===== config.mk =====
export PLATFORM = sky130hd
export DESIGN_NAME = move_sequencer
export DESIGN_NICKNAME = d
export VERILOG_FILES = /design/src/rtl/move_sequencer.sv
export SDC_FILE = /design/constraint.sdc
export NUM_CORES = 1
export LEC_CHECK = 0
export ABC_AREA = 0
export BUFFER_PORTS_ARGS = -buffer_cell sky130_fd_sc_hd__buf_2
export CAP_MARGIN = 0
export CELL_PAD_IN_SITES_DETAIL_PLACEMENT = 1
export CELL_PAD_IN_SITES_GLOBAL_PLACEMENT = 2
export CORE_ASPECT_RATIO = 1.2
export CORE_UTILIZATION = 38
export DETAILED_ROUTE_END_ITERATION = 7
export GPL_TIMING_DRIVEN = 0
export PLACE_DENSITY_LB_ADDON = 0.08
export SETUP_SLACK_MARGIN = 0.02
export SLEW_MARGIN = 20
export SYNTH_ARGS = -nofsm -noshare
export SYNTH_HDL_FRONTEND = slang
export SYNTH_SLANG_ARGS = --single-unit

===== constraint.sdc =====
create_clock -name clk -period 6 [get_ports clk]
set_clock_uncertainty 0.15 [all_clocks]
set_input_delay 1.2 -clock clk [delete_from_list [all_inputs] [get_ports clk]]
set_output_delay 1.2 -clock clk [all_outputs]
set_load 0.005 [all_outputs]

===== src/rtl/move_sequencer.sv =====
// Move sequencer for the 24 game: keypad events -> operand/operator/operand selection, one combine request per move.
// All outputs registered; op_req holds with op_a/op_b/op_code stable until op_ack, so the datapath sets the pace.
module move_sequencer #(
  parameter int TIMEOUT_CYCLES = 1000000000,
  parameter int TO_W           = 30
) (
  input  logic       clk,
  input  logic       rst,
  input  logic       game_active,
  input  logic       key_press,
  input  logic [3:0] key_code,
  input  logic [3:0] valid,
  input  logic       op_ack,
  output logic [2:0] s1,
  output logic [2:0] s2,
  output logic       op_req,
  output logic [1:0] op_a,
  output logic [1:0] op_b,
  output logic [1:0] op_code,
  output logic [1:0] move_cnt,
  output logic       moves_done,
  output logic       timeout
);

  typedef enum logic [2:0] {
    IDLE    = 3'd0,
    PICK_A  = 3'd1,
    PICK_OP = 3'd2,
    PICK_B  = 3'd3,
    ISSUE   = 3'd4
  } state_t;

  localparam logic [TO_W-1:0] TO_LAST = TO_W'(TIMEOUT_CYCLES - 1);

  state_t          state_q, state_d;
  logic [2:0]      s1_q, s1_d;
  logic [2:0]      s2_q, s2_d;
  logic            op_req_q, op_req_d;
  logic [1:0]      op_a_q, op_a_d;
  logic [1:0]      op_b_q, op_b_d;
  logic [1:0]      op_code_q, op_code_d;
  logic [1:0]      move_cnt_q, move_cnt_d;
  logic            moves_done_q, moves_done_d;
  logic            timeout_q, timeout_d;
  logic [TO_W-1:0] to_q, to_d;

  logic       key_digit, key_op, key_cancel, expired;
  logic [1:0] dig_idx, key_opv;
  logic [2:0] key_slot;

  always_comb begin
    dig_idx    = key_code[1:0] - 2'd1;
    key_slot   = key_code[2:0];
    // A..D have low bits 2,3,0,1; subtracting 2 maps them onto op codes 0..3
    key_opv    = key_code[1:0] - 2'd2;
    key_digit  = key_press && (key_code >= 4'd1) && (key_code <= 4'd4) && valid[dig_idx];
    key_op     = key_press && (key_code >= 4'hA) && (key_code <= 4'hD);
    key_cancel = key_press && (key_code == 4'hE);
    expired    = (to_q == TO_LAST);
  end

  always_comb begin
    state_d      = state_q;
    s1_d         = s1_q;
    s2_d         = s2_q;
    op_req_d     = op_req_q;
    op_code_d    = op_code_q;
    move_cnt_d   = move_cnt_q;
    moves_done_d = 1'b0;
    timeout_d    = 1'b0;

    case (state_q)
      IDLE: begin
        if (game_active) begin
          state_d    = PICK_A;
          move_cnt_d = 2'd0;
        end
      end
      PICK_A: begin
        if (!game_active) begin
          state_d   = IDLE;
          s1_d      = 3'd0;
          s2_d      = 3'd0;
          op_code_d = 2'd0;
        end else if (key_digit) begin
          s1_d    = key_slot;
          state_d = PICK_OP;
        end
      end
      PICK_OP: begin
        if (!game_active) begin
          state_d   = IDLE;
          s1_d      = 3'd0;
          s2_d      = 3'd0;
          op_code_d = 2'd0;
        end else if (key_op) begin
          op_code_d = key_opv;
          state_d   = PICK_B;
        end else if (key_digit) begin
          s1_d = key_slot;
        end else if (key_cancel) begin
          s1_d    = 3'd0;
          state_d = PICK_A;
        end else if (!key_press && expired) begin
          s1_d      = 3'd0;
          s2_d      = 3'd0;
          op_code_d = 2'd0;
          timeout_d = 1'b1;
          state_d   = PICK_A;
        end
      end
      PICK_B: begin
        if (!game_active) begin
          state_d   = IDLE;
          s1_d      = 3'd0;
          s2_d      = 3'd0;
          op_code_d = 2'd0;
        end else if (key_digit && (key_slot != s1_q)) begin
          s2_d     = key_slot;
          op_req_d = 1'b1;
          state_d  = ISSUE;
        end else if (key_op) begin
          op_code_d = key_opv;
        end else if (key_cancel) begin
          op_code_d = 2'd0;
          state_d   = PICK_OP;
        end else if (!key_press && expired) begin
          s1_d      = 3'd0;
          s2_d      = 3'd0;
          op_code_d = 2'd0;
          timeout_d = 1'b1;
          state_d   = PICK_A;
        end
      end
      ISSUE: begin
        // game_active dropping here is deferred until the datapath acknowledges
        if (op_ack) begin
          op_req_d  = 1'b0;
          s1_d      = 3'd0;
          s2_d      = 3'd0;
          op_code_d = 2'd0;
          if (move_cnt_q != 2'd3) begin
            move_cnt_d = move_cnt_q + 2'd1;
          end
          if (move_cnt_d == 2'd3) begin
            moves_done_d = 1'b1;
            state_d      = IDLE;
          end else if (!game_active) begin
            state_d = IDLE;
          end else begin
            state_d = PICK_A;
          end
        end
      end
      default: begin
        state_d  = IDLE;
        s1_d     = 3'd0;
        s2_d     = 3'd0;
        op_req_d = 1'b0;
      end
    endcase

    op_a_d = (s1_d == 3'd0) ? 2'd0 : (s1_d[1:0] - 2'd1);
    op_b_d = (s2_d == 3'd0) ? 2'd0 : (s2_d[1:0] - 2'd1);

    if (key_press || (state_d != state_q) || !((state_q == PICK_OP) || (state_q == PICK_B))) begin
      to_d = '0;
    end else begin
      to_d = to_q + 1'b1;
    end
  end

  always_ff @(posedge clk) begin
    if (rst) begin
      state_q      <= IDLE;
      s1_q         <= 3'd0;
      s2_q         <= 3'd0;
      op_req_q     <= 1'b0;
      op_a_q       <= 2'd0;
      op_b_q       <= 2'd0;
      op_code_q    <= 2'd0;
      move_cnt_q   <= 2'd0;
      moves_done_q <= 1'b0;
      timeout_q    <= 1'b0;
      to_q         <= '0;
    end else begin
      state_q      <= state_d;
      s1_q         <= s1_d;
      s2_q         <= s2_d;
      op_req_q     <= op_req_d;
      op_a_q       <= op_a_d;
      op_b_q       <= op_b_d;
      op_code_q    <= op_code_d;
      move_cnt_q   <= move_cnt_d;
      moves_done_q <= moves_done_d;
      timeout_q    <= timeout_d;
      to_q         <= to_d;
    end
  end

  assign s1         = s1_q;
  assign s2         = s2_q;
  assign op_req     = op_req_q;
  assign op_a       = op_a_q;
  assign op_b       = op_b_q;
  assign op_code    = op_code_q;
  assign move_cnt   = move_cnt_q;
  assign moves_done = moves_done_q;
  assign timeout    = timeout_q;

endmodule


# Yosys cells after proc, flatten, opt, wreduce, memory -nomap -nowiden
# Index checks and enable logic that the tools add are counted.
# word_totals
register_bits	50
inputBits	13
out_inout_bits	17
wordCells	143
# op_classes
addsub	6
order_cmp	5
n_eq_ne	18
muxes	74
n_bitwise	3
n_reduce_logical	26
# op_table
op	n
$mux 3	35
$pmux 3 s5	3
$mux 2	16
$add 30x1->30 const B	1
$eq 30x30->1 const B	1
$mux 1	15
$ne 2x2->1 const B	6
$logic_not 3->1	3
$logic_and 1x1->1	8
$ne 4x4->1 const B	2
$pmux 2 s4	1
$eq 3x2->1 const B	2
$ne 3x3->1	2
$reduce_and 6->1	1
$reduce_or 2->1	3
$reduce_or 3->1	2
$sub 2x1->2 const B	3
$eq 4x4->1 const B	1
$ge 4x1->1 const B	1
$ge 4x4->1 const B	1
$le 4x3->1 const B	1
$le 4x4->1 const B	1
$pmux 2 s2	1
$reduce_and 4->1	1
16 further kinds	21

# Depth between registers and ports, before layout
# Gate-level depths: netlist of run 1.
# logic_depth
word_depth	12
ltp_mapped	12
mapped_depth_nobuf	11

# Worst setup path before layout of run 1
# Ideal clock, no wire load.
# synth_timing
path_kind	input to register
start	in key_code[0]
end	reg op_b_q[1] (netlist: op_b[1])
setup_ns	0.122
t_arrival_ns	3.360
required_time_ns	5.728
path_slack_ns	2.368
cell_stages	12
path_buffers	1
path_cell_list	buf_2 > inv_1 > ha_1 > mux4_2 > o2111ai_2 > o41ai_1 > a21oi_2 > a22oi_1 > ha_1 > nor2_1 > a31oi_1 > a21oi_1
# synth_via
elab_chain_len	10
word_cells_on_any_way	27
cone_classes	add/sub (2); order compare (4); eq/ne (2); mux (10); reduce/logical (9)
# synth_rtl
element	line_no	text
start, declared	11	input logic [3:0] key_code,
$sub 2x1->2 / $ge 4x1->1 (equally long branches)	52, 56	
$bmux 1 s2 / $logic_and 1x1->1 (equally long branches)	56	key_digit = key_press && (key_code >= 4'd1) && (key_code <= 4'd4) && valid[dig_idx];
$mux 1 (not written as such) / $logic_and 1x1->1 (equally long branches)	56	
$logic_and 1x1->1	56	
$mux 3 / $logic_and 1x1->1 (equally long branches)	99, 118	
$mux 3, on equally long branches	96, 118	
$mux 3, on equally long branches	91, 113	
$pmux 3 s5 (*)	72	case (state_q)
branches (longest 2 deep; another with $sub 2x1->2)	n/a	
end signal, assigned	192	op_b_q <= op_b_d;
end, declared	40	logic [1:0] op_b_q, op_b_d;
# Every way passes the cells marked *. The select of a mux whose other input is x is not followed.
# A chain may end at the register's enable or synchronous reset.

# Worst setup path in the final report of run 1
# layout_timing
start	in key_code[0]
end	reg op_b_q[0] (netlist: op_b[0])
# The elaborated chain is that of the path after synthesis.

==> results_tabular.tex, run 1 <==
\begin{tabular}{lr}
\hline
Metric & Value \\
\hline
\multicolumn{2}{l}{\textbf{Detailed routing}} \\
\quad Ratio of routed vias to standard cells & 5.41 \\
\quad Number of nets still failing antenna checks after routing & 0 \\
\quad DR iter-0 viols & 37 \\
\quad Total number of vias & 2,348 \\
\quad Wire length per cell & 15.6 µm \\
\quad First-pass iteration count of the detailed router & 4 \\
\quad DRC violation count after routing & 0 \\
\quad Total wire length & 6780 µm \\
\multicolumn{2}{l}{\textbf{Critical path}} \\
\quad Category of the critical setup timing path & input port to register \\
\quad Critical path endpoint category & register \\
\quad Crit path arrival time & 3.92 ns \\
\quad Highest net fanout along the worst path & 10 \\
\quad Worst Path Required & 6.09 ns \\
\quad Crit path launch type & input port \\
\multicolumn{2}{l}{\textbf{STA}} \\
\quad Actual transition at the worst max-transition pin & 0.716 ns \\
\quad Final critical path time including I/O delays and setup & 3.82 ns \\
\quad Final setup violation count & 0 \\
\quad Final sum of negative setup slack & 0 ns \\
\quad Achievable clock frequency & around 260 MHz \\
\quad Final worst slack & 2.18 ns \\
\quad Unrepaired setup endpoints after global routing & no \\
\quad Slew margin rel. & 51.6\% \\
\quad Number of hold violations in the final report & 0 \\
\quad Final critical-path share of the clock period & 63.7\% \\
\quad Final number of max-transition violations & 0 \\
\multicolumn{2}{l}{\textbf{Place}} \\
\quad Pre-CTS setup slack & 1.82 ns \\
\quad HPWL after detailed placement & 5280 µm \\
\quad RD Place Congestion & 0.770 \\
\quad Standard cell area after detailed placement & 0.00290 mm² \\
\quad Number of port buffers & 27 \\
\multicolumn{2}{l}{\textbf{Clock network}} \\
\quad Post-cts repair resize count & 0 \\
\quad Post-CTS setup buffer count & 0 \\
\quad Number of sinks handled by clock tree synthesis & 50 \\
\quad Root buffer cell & sky130\_fd\_sc\_hd\_\_clkbuf\_8 \\
\quad Number of buffers on the longest clock path & 2 \\
\quad Number of buffers inserted by hold repair at cts & 0 \\
\quad CTS buffer count & 5 \\
\quad CTS tree & done \\
\quad Clock Pin Slew Worst Setup and Hold Paths & around 0.10 ns \\
\quad Clock insertion delay at the later pin of the skew report & 0.31 ns \\
\quad CTS H-tree lvls & 2 \\
\multicolumn{2}{l}{\textbf{Worst hold path}} \\
\quad Classification of the worst-slack hold path & register to register \\
\multicolumn{2}{l}{\textbf{Job}} \\
\quad Max-cap viol count & 0 \\
\multicolumn{2}{l}{\textbf{Die}} \\
\quad Number of primary I/O pins & 30 \\
\quad Die outline area & 0.00732 mm² \\
\quad Cell Rows & 33 \\
\quad Initial core utilization & 39.2\% \\
\quad Die Y & slightly above 90 µm \\
\quad Die width & 78.3 µm \\
\quad Area of the core & 0.00677 mm² \\
\multicolumn{2}{l}{\textbf{Logic synthesis}} \\
\quad Synthesized area divided by synthesized cell count & 8.47 µm² \\
\quad Most used flip-flop cell after synthesis & sky130\_fd\_sc\_hd\_\_dfxtp\_1 \\
\quad Largest cells by area after synthesis & sky130\_fd\_sc\_hd\_\_dfxtp\_1 (38\%), sky130\_fd\_sc\_hd\_\_nor2\_1 (7.9\%), sky130\_fd\_sc\_hd\_\_xor2\_1 (6.6\%) \\
\quad Yosys cell types & 58 \\
\quad Flip-flop and latch count after synthesis & 50 \\
\quad Cell Area, Synth & 0.00265 mm² \\
\quad YS warnings & 0 \\
\quad Most area-hungry cell type in the Yosys netlist & sky130\_fd\_sc\_hd\_\_dfxtp\_1 \\
\quad Post-Syn Nets & between 300 and 400 \\
\quad Most frequent cells after synthesis & sky130\_fd\_sc\_hd\_\_nor2\_1 (56), sky130\_fd\_sc\_hd\_\_dfxtp\_1 (50), sky130\_fd\_sc\_hd\_\_xor2\_1 (20) \\
\quad Async S/R FF share, synth & 0\% \\
\quad Count of flip-flops with a built-in enable after synthesis & 0 \\
\quad Most used standard cell by instance count after synthesis & sky130\_fd\_sc\_hd\_\_nor2\_1 \\
\quad Portion of the post-synthesis area used by sequential elements & about 38\% \\
\quad Count of mapped cells out of synthesis & 313 \\
\quad Share of the synthesized area in the top cell type & 37.7\% \\
\multicolumn{2}{l}{\textbf{Layout}} \\
\quad Antenna cells & 0 \\
\quad Utilization after layout & 44.0\% \\
\quad Final instance area & between 0.002 and 0.003 mm² \\
\quad Relative area change from synthesis to final layout & 12.3\% \\
\quad Fraction of layout cells with a size suffix above 1 & 14.7\% \\
\quad Post-layout nets & 366 \\
\multicolumn{2}{l}{\textbf{Pwr}} \\
\quad Power density relative to cell area & roughly 190 mW/mm² \\
\quad Lkg Pwr & 1.05 nW \\
\quad Sequential group share of total power & 58.1\% \\
\quad Cell-internal power & 0.000428 W \\
\quad Switching power & between 0.0001 and 0.00015 W \\
\quad Pwr Total & 0.000573 W \\
\quad Fraction of power consumed by the clock network & 34.9\% \\
\quad Maximum vdd ir drop & $\sim$0.11 mV \\
\quad Switching power as a share of total power & 25.4\% \\
\quad Comb power frac & 7.0\% \\
\multicolumn{2}{l}{\textbf{GRT}} \\
\quad Pin count of the biggest net entering global routing & 16 \\
\quad Via count of the first global-routing pass & 2,307 \\
\quad Total routing usage reported by global routing & roughly a fifth \\
\quad Initial antenna violation count & 0 \\
\quad Wire length of the first global-routing pass & approximately 11,000 µm \\
\quad Remaining global-route overflow & 0 \\
\multicolumn{2}{l}{\textbf{Run status}} \\
\quad Status & complete, no violations \\
\hline
\end{tabular}
==> routing by layer <==
metal / vias up / GRT usage, % / wire [µm]
met5: - / 0 / 0
met4: 0 / 8.80 / 178
met3: 11 / 2.93 / 133
met2: 28 / 37.4 / 3560
met1: 1123 / 22.3 / 2910
li1: 1186 / - / -
==> kinds of logic after synthesis <==
kind of cell	Yosys count	share of synthesized area [%]
AOI/OAI and AO/OA	52	14.2
xor gates and xnor gates	30	9.91
adders and majority gates	6	2.83
buffers and inverters	20	3.02
DFF	50	37.7
muxes	1	0.849
and+or+nand+nor	154	31.5
==> power by group through the flow <==
stage               registers [W]  logic (W)  clock network, W
floorplan                0.000341  0.0000265                 0
CTS                      0.000333  0.0000404          0.000208
finish                   0.000333  0.0000402          0.000200
detailed placement       0.000341  0.0000403                 0
global route             0.000333  0.0000448          0.000220
global placement         0.000341  0.0000402                 0
==> critical path, cell delays in order <==
cell and delay [ns]:
sky130_fd_sc_hd__buf_2 0.09, sky130_fd_sc_hd__buf_2 0.22, sky130_fd_sc_hd__inv_1 0.09, sky130_fd_sc_hd__ha_1 0.30, sky130_fd_sc_hd__mux4_2 0.28, sky130_fd_sc_hd__o2111ai_2 0.28, sky130_fd_sc_hd__nor3_1 0.64, sky130_fd_sc_hd__a22oi_1 0.24
sky130_fd_sc_hd__ha_1 0.24, sky130_fd_sc_hd__nor2_1 0.09, sky130_fd_sc_hd__a31oi_1 0.06, sky130_fd_sc_hd__a21boi_1 0.18
==> final timing paths <==
path | slack, ns | from | cells after the start | endpoint
max | 2.18 | key_code[0] | 12 | op_b[0]
max reg2reg | 3.07 | to_q[12] | 9 | op_b[0]
min | 0.32 | to_q[0] | 1 | to_q[0]
min reg2reg | 0.32 | to_q[0] | 1 | to_q[0]
==> flip-flops by register name, summed over array words and instances, names as in the netlist <==
register and flops:
state_q 3, moves_done 1, op_code 2, op_req 1
move_cnt 2, op_a 2, s1 3, to_q 30
timeout 1, s2 3, op_b 2
==> placed cells by master (no fill, tap or decap), types with 7 or more instances in the layout <==
| cell type | count |
|---|---|
| sky130_fd_sc_hd__nor2_1 | 56 |
| sky130_fd_sc_hd__buf_2 | 31 |
| sky130_fd_sc_hd__nand3_1 | 16 |
| sky130_fd_sc_hd__inv_1 | 8 |
| sky130_fd_sc_hd__xor2_1 | 20 |
| sky130_fd_sc_hd__nand2_1 | 18 |
| sky130_fd_sc_hd__o21ai_0 | 7 |
| sky130_fd_sc_hd__nor4bb_1 | 7 |
| sky130_fd_sc_hd__nand4_1 | 8 |
| sky130_fd_sc_hd__dfxtp_1 | 50 |
| sky130_fd_sc_hd__a21oi_1 | 11 |
| sky130_fd_sc_hd__xnor2_1 | 10 |
| sky130_fd_sc_hd__nor3_1 | 8 |
==> cell type report <==
class / count / area, µm²
fill: 843 / 3790
clock inverter: 2 / 13.8
multi-input combinational: 243 / 1570
inverter: 8 / 30.0
buffer: 12 / 50.0
sequential: 50 / 1000
tap: 87 / 109
timing repair buffer: 27 / 135
clock buffer: 5 / 68.8
==> metrics by stage <==
stage	hold WS, ns	cells
4_1_cts	0.327	434
3_3_place_gp	0.294	427
6_report	0.319	434
3_5_place_dp	0.303	427
5_1_grt	0.346	434
2_1_floorplan	0.276	313
No activity file was read; power rests on OpenSTA's default activity.
==> inputs of run 2 (changes only) <==
--- a/config.mk
+++ b/config.mk
@@ -11,7 +11,7 @@
 export CELL_PAD_IN_SITES_DETAIL_PLACEMENT = 1
 export CELL_PAD_IN_SITES_GLOBAL_PLACEMENT = 2
 export CORE_ASPECT_RATIO = 1.2
-export CORE_UTILIZATION = 38
+export CORE_UTILIZATION = 35
 export DETAILED_ROUTE_END_ITERATION = 7
 export GPL_TIMING_DRIVEN = 0
 export PLACE_DENSITY_LB_ADDON = 0.08
==> constraint.sdc (replaced) <==
create_clock -name clk -period 3.72 [get_ports clk]
set_clock_uncertainty 0.15 [all_clocks]
set_input_delay 0.744 -clock clk [delete_from_list [all_inputs] [get_ports clk]]
set_output_delay 0.744 -clock clk [all_outputs]
set_load 0.005 [all_outputs]
==> results_tabular.tex, run 2 (synthesis results as in run 1) <==
\begin{tabular}{lr}
\hline
Metric & Value \\
\hline
\multicolumn{2}{l}{\textbf{Run status}} \\
\quad Status & complete, no violations \\
\multicolumn{2}{l}{\textbf{Critical path}} \\
\quad Crit path launch type & input port \\
\quad Worst flop-to-flop path startpoint & to\_q[12] \\
\quad Worst Path Required & 3.83 ns (-2.26 ns) \\
\quad Highest net fanout along the worst path & 10 (unchanged) \\
\quad Setup slack of the worst register-to-register path & 0.85 ns (-2.22 ns) \\
\quad Crit. Startpoint & key\_code[0] \\
\quad Capture point of the critical path & op\_b[1] \\
\quad R2r endpoint & op\_b[1] \\
\quad Category of the critical setup timing path & input port to register \\
\quad Depth of the worst register-to-register path & 9 (unchanged) \\
\quad Critical path endpoint category & register \\
\quad Crit path arrival time & 3.45 ns (-0.47 ns) \\
\multicolumn{2}{l}{\textbf{Layout}} \\
\quad Highest-count cells in the layout ignoring fill and taps & sky130\_fd\_sc\_hd\_\_nor2\_1 (56), sky130\_fd\_sc\_hd\_\_dfxtp\_1 (50), sky130\_fd\_sc\_hd\_\_buf\_2 (31) \\
\quad Relative area change from synthesis to final layout & 13.8\% \\
\quad Post-layout nets & 366 (unchanged) \\
\quad Antenna cells & 0 (unchanged) \\
\quad Number of flip-flops under the largest register name & 30 (unchanged) \\
\quad Fraction of layout cells with a size suffix above 1 & 14.9\% (+0.25 points) \\
\quad Leading cell type in the layout, fill and taps excluded & sky130\_fd\_sc\_hd\_\_nor2\_1 \\
\quad Register name with the most flops & to\_q \\
\quad Utilization after layout & 41.5\% (-2.5 points) \\
\multicolumn{2}{l}{\textbf{GRT}} \\
\quad Fraction of met1 tracks used by global routing & 22.6\% (+0.30 points) \\
\quad Via count of the first global-routing pass & 2,394 (+3.8\%) \\
\quad Pin count of the biggest net entering global routing & 18 (+2) \\
\quad Met3 capacity usage during global routing & 2.91\% (-0.016 points) \\
\quad Initial antenna violation count & 0 (unchanged) \\
\quad Met2 usage & 34.2\% (-3.2 points) \\
\quad Most heavily used metal layer in global routing & met2 \\
\quad Wire length of the first global-routing pass & 11,800 µm (+3.5\%) \\
\quad Remaining global-route overflow & 0 (unchanged) \\
\quad Total routing usage reported by global routing & 19.2\% (-0.82 points) \\
\multicolumn{2}{l}{\textbf{Clock network}} \\
\quad Root buffer cell & sky130\_fd\_sc\_hd\_\_clkbuf\_8 \\
\quad Clock insertion delay at the later pin of the skew report & 0.31 ns (about the same) \\
\quad CTS H-tree lvls & 2 (unchanged) \\
\quad CTS buffer count & 5 (unchanged) \\
\quad Post-cts repair resize count & 0 (unchanged) \\
\quad Post-CTS setup buffer count & 0 (unchanged) \\
\quad Number of buffers inserted by hold repair at cts & 0 (unchanged) \\
\quad Clock Pin Slew Worst Setup and Hold Paths & 0.10 ns (about the same) \\
\quad Number of buffers on the longest clock path & 2 (unchanged) \\
\quad Number of sinks handled by clock tree synthesis & 50 (unchanged) \\
\quad CTS tree & done \\
\multicolumn{2}{l}{\textbf{Detailed routing}} \\
\quad Total number of vias & 2,369 (+0.89\%) \\
\quad Ratio of routed vias to standard cells & 5.41 (about the same) \\
\quad First-pass iteration count of the detailed router & 4 (unchanged) \\
\quad Wire length per cell & 15.8 µm (+1.2\%) \\
\quad Number of nets still failing antenna checks after routing & 0 (unchanged) \\
\quad DRC violation count after routing & 0 (unchanged) \\
\quad DR iter-0 viols & 49 (+32\%) \\
\quad Total wire length & 6930 µm (+2.2\%) \\
\multicolumn{2}{l}{\textbf{Worst hold path}} \\
\quad Launch instance of the worst min-delay path & to\_q[0] \\
\quad Classification of the worst-slack hold path & register to register \\
\multicolumn{2}{l}{\textbf{Pwr}} \\
\quad Power density relative to cell area & 336 mW/mm² (+75\%) \\
\quad Maximum vdd ir drop & 0.140 mV (+33\%) \\
\quad Pwr Total & 0.00101 W (+77\%) \\
\quad Lkg Pwr & 1.06 nW (+1.1\%) \\
\multicolumn{2}{l}{\textbf{STA}} \\
\quad Achievable clock frequency & 299 MHz \\
\quad Minimum hold slack & 0.316 ns (-0.00335 ns) \\
\quad Slew margin rel. & 51.2\% (-0.34 points) \\
\quad Final sum of negative setup slack & 0 ns (unchanged) \\
\quad Final critical-path share of the clock period & 89.8\% \\
\quad Final number of max-transition violations & 0 (unchanged) \\
\quad Actual transition at the worst max-transition pin & 0.721 ns (+0.00500 ns) \\
\quad Unrepaired setup endpoints after global routing & no \\
\quad Final setup violation count & 0 (unchanged) \\
\quad Number of hold violations in the final report & 0 (unchanged) \\
\quad Final critical path time including I/O delays and setup & 3.34 ns \\
\multicolumn{2}{l}{\textbf{Place}} \\
\quad HPWL after detailed placement & 5270 µm (-0.32\%) \\
\quad Number of port buffers & 27 (unchanged) \\
\quad RD Place Congestion & 0.776 (+0.79\%) \\
\multicolumn{2}{l}{\textbf{Die}} \\
\quad Die Y & 97.4 µm (+4.1\%) \\
\quad Die outline area & 0.00793 mm² (+8.4\%) \\
\quad Die width & 81.5 µm (+4.1\%) \\
\quad Number of primary I/O pins & 30 (unchanged) \\
\quad Cell Rows & 34 (+3.0\%) \\
\quad Area of the core & 0.00727 mm² (+7.4\%) \\
\quad Initial core utilization & 36.5\% (-2.7 points) \\
\multicolumn{2}{l}{\textbf{Job}} \\
\quad Max-cap viol count & 0 (unchanged) \\
\hline
\end{tabular}
## run 2: changes by cell type in the layout (fill, tap and decap cells not counted), sizes merged
cell      change
clkinv        -1
clkinvlp      +1
bufinv        +1
## run 2: through the flow
| step | area, µm² | worst slack [ns] | std cells |
|---|---|---|---|
| 6_report | 3020 | 0.379 | 438 |
| 5_1_grt | 3020 | 0.128 | 438 |
| 4_1_cts | 3020 | 0.372 | 438 |
| 3_5_place_dp | 2900 | 0.0425 | 430 |
| 3_3_place_gp | 2900 | 0.0311 | 430 |
| 2_1_floorplan | 2650 | 0.544 | 313 |
## run 2: power by group
| group | switching (W) | internal, W | total [W] |
|---|---|---|---|
| registers | 0.00000101 | 0.000536 | 0.000537 |
| logic | 0.0000429 | 0.0000228 | 0.0000656 |
| clock network | 0.000205 | 0.000205 | 0.000411 |
| total | 0.000249 | 0.000764 | 0.00101 |
## run 2: final cells by class
cell class / count / area, µm²
repair buffers: 27 / 135
multi-input cells: 243 / 1570
clock buffers: 5 / 68.8
fillers: 909 / 4260
plain buffers: 12 / 50.0
clock inverters: 3 / 48.8
inverters: 8 / 30.0
well taps: 90 / 113
flip-flops and latches: 50 / 1000
## run 2: worst min-delay path by stage
| stage | to | depth (start not counted) |
|---|---|---|
| 2_1_floorplan | to_q[0] | 1 |
| 3_3_place_gp | to_q[0] | 1 |
| 3_5_place_dp | to_q[0] | 1 |
| 4_1_cts | to_q[0] | 1 |
| 5_1_grt | to_q[0] | 1 |
| 6_report | to_q[0] | 1 |
## run 2: per-layer routing
metal  vias to the layer above  part of all wire [%]
li1                       1194                     -
met1                      1145                    43
met2                        22                    53
met3                         8                   1.6
met4                         0                   1.5
met5                         -                     0
## run 2: critical path: stages
cell	delay, ns
sky130_fd_sc_hd__buf_2	0.09
sky130_fd_sc_hd__buf_2	0.22
sky130_fd_sc_hd__inv_1	0.09
sky130_fd_sc_hd__ha_1	0.31
sky130_fd_sc_hd__mux4_2	0.28
sky130_fd_sc_hd__o2111ai_2	0.29
sky130_fd_sc_hd__nor3_1	0.64
sky130_fd_sc_hd__a22oi_1	0.23
sky130_fd_sc_hd__ha_1	0.23
sky130_fd_sc_hd__nor2_1	0.08
sky130_fd_sc_hd__a31oi_1	0.07
sky130_fd_sc_hd__a21oi_1	0.17
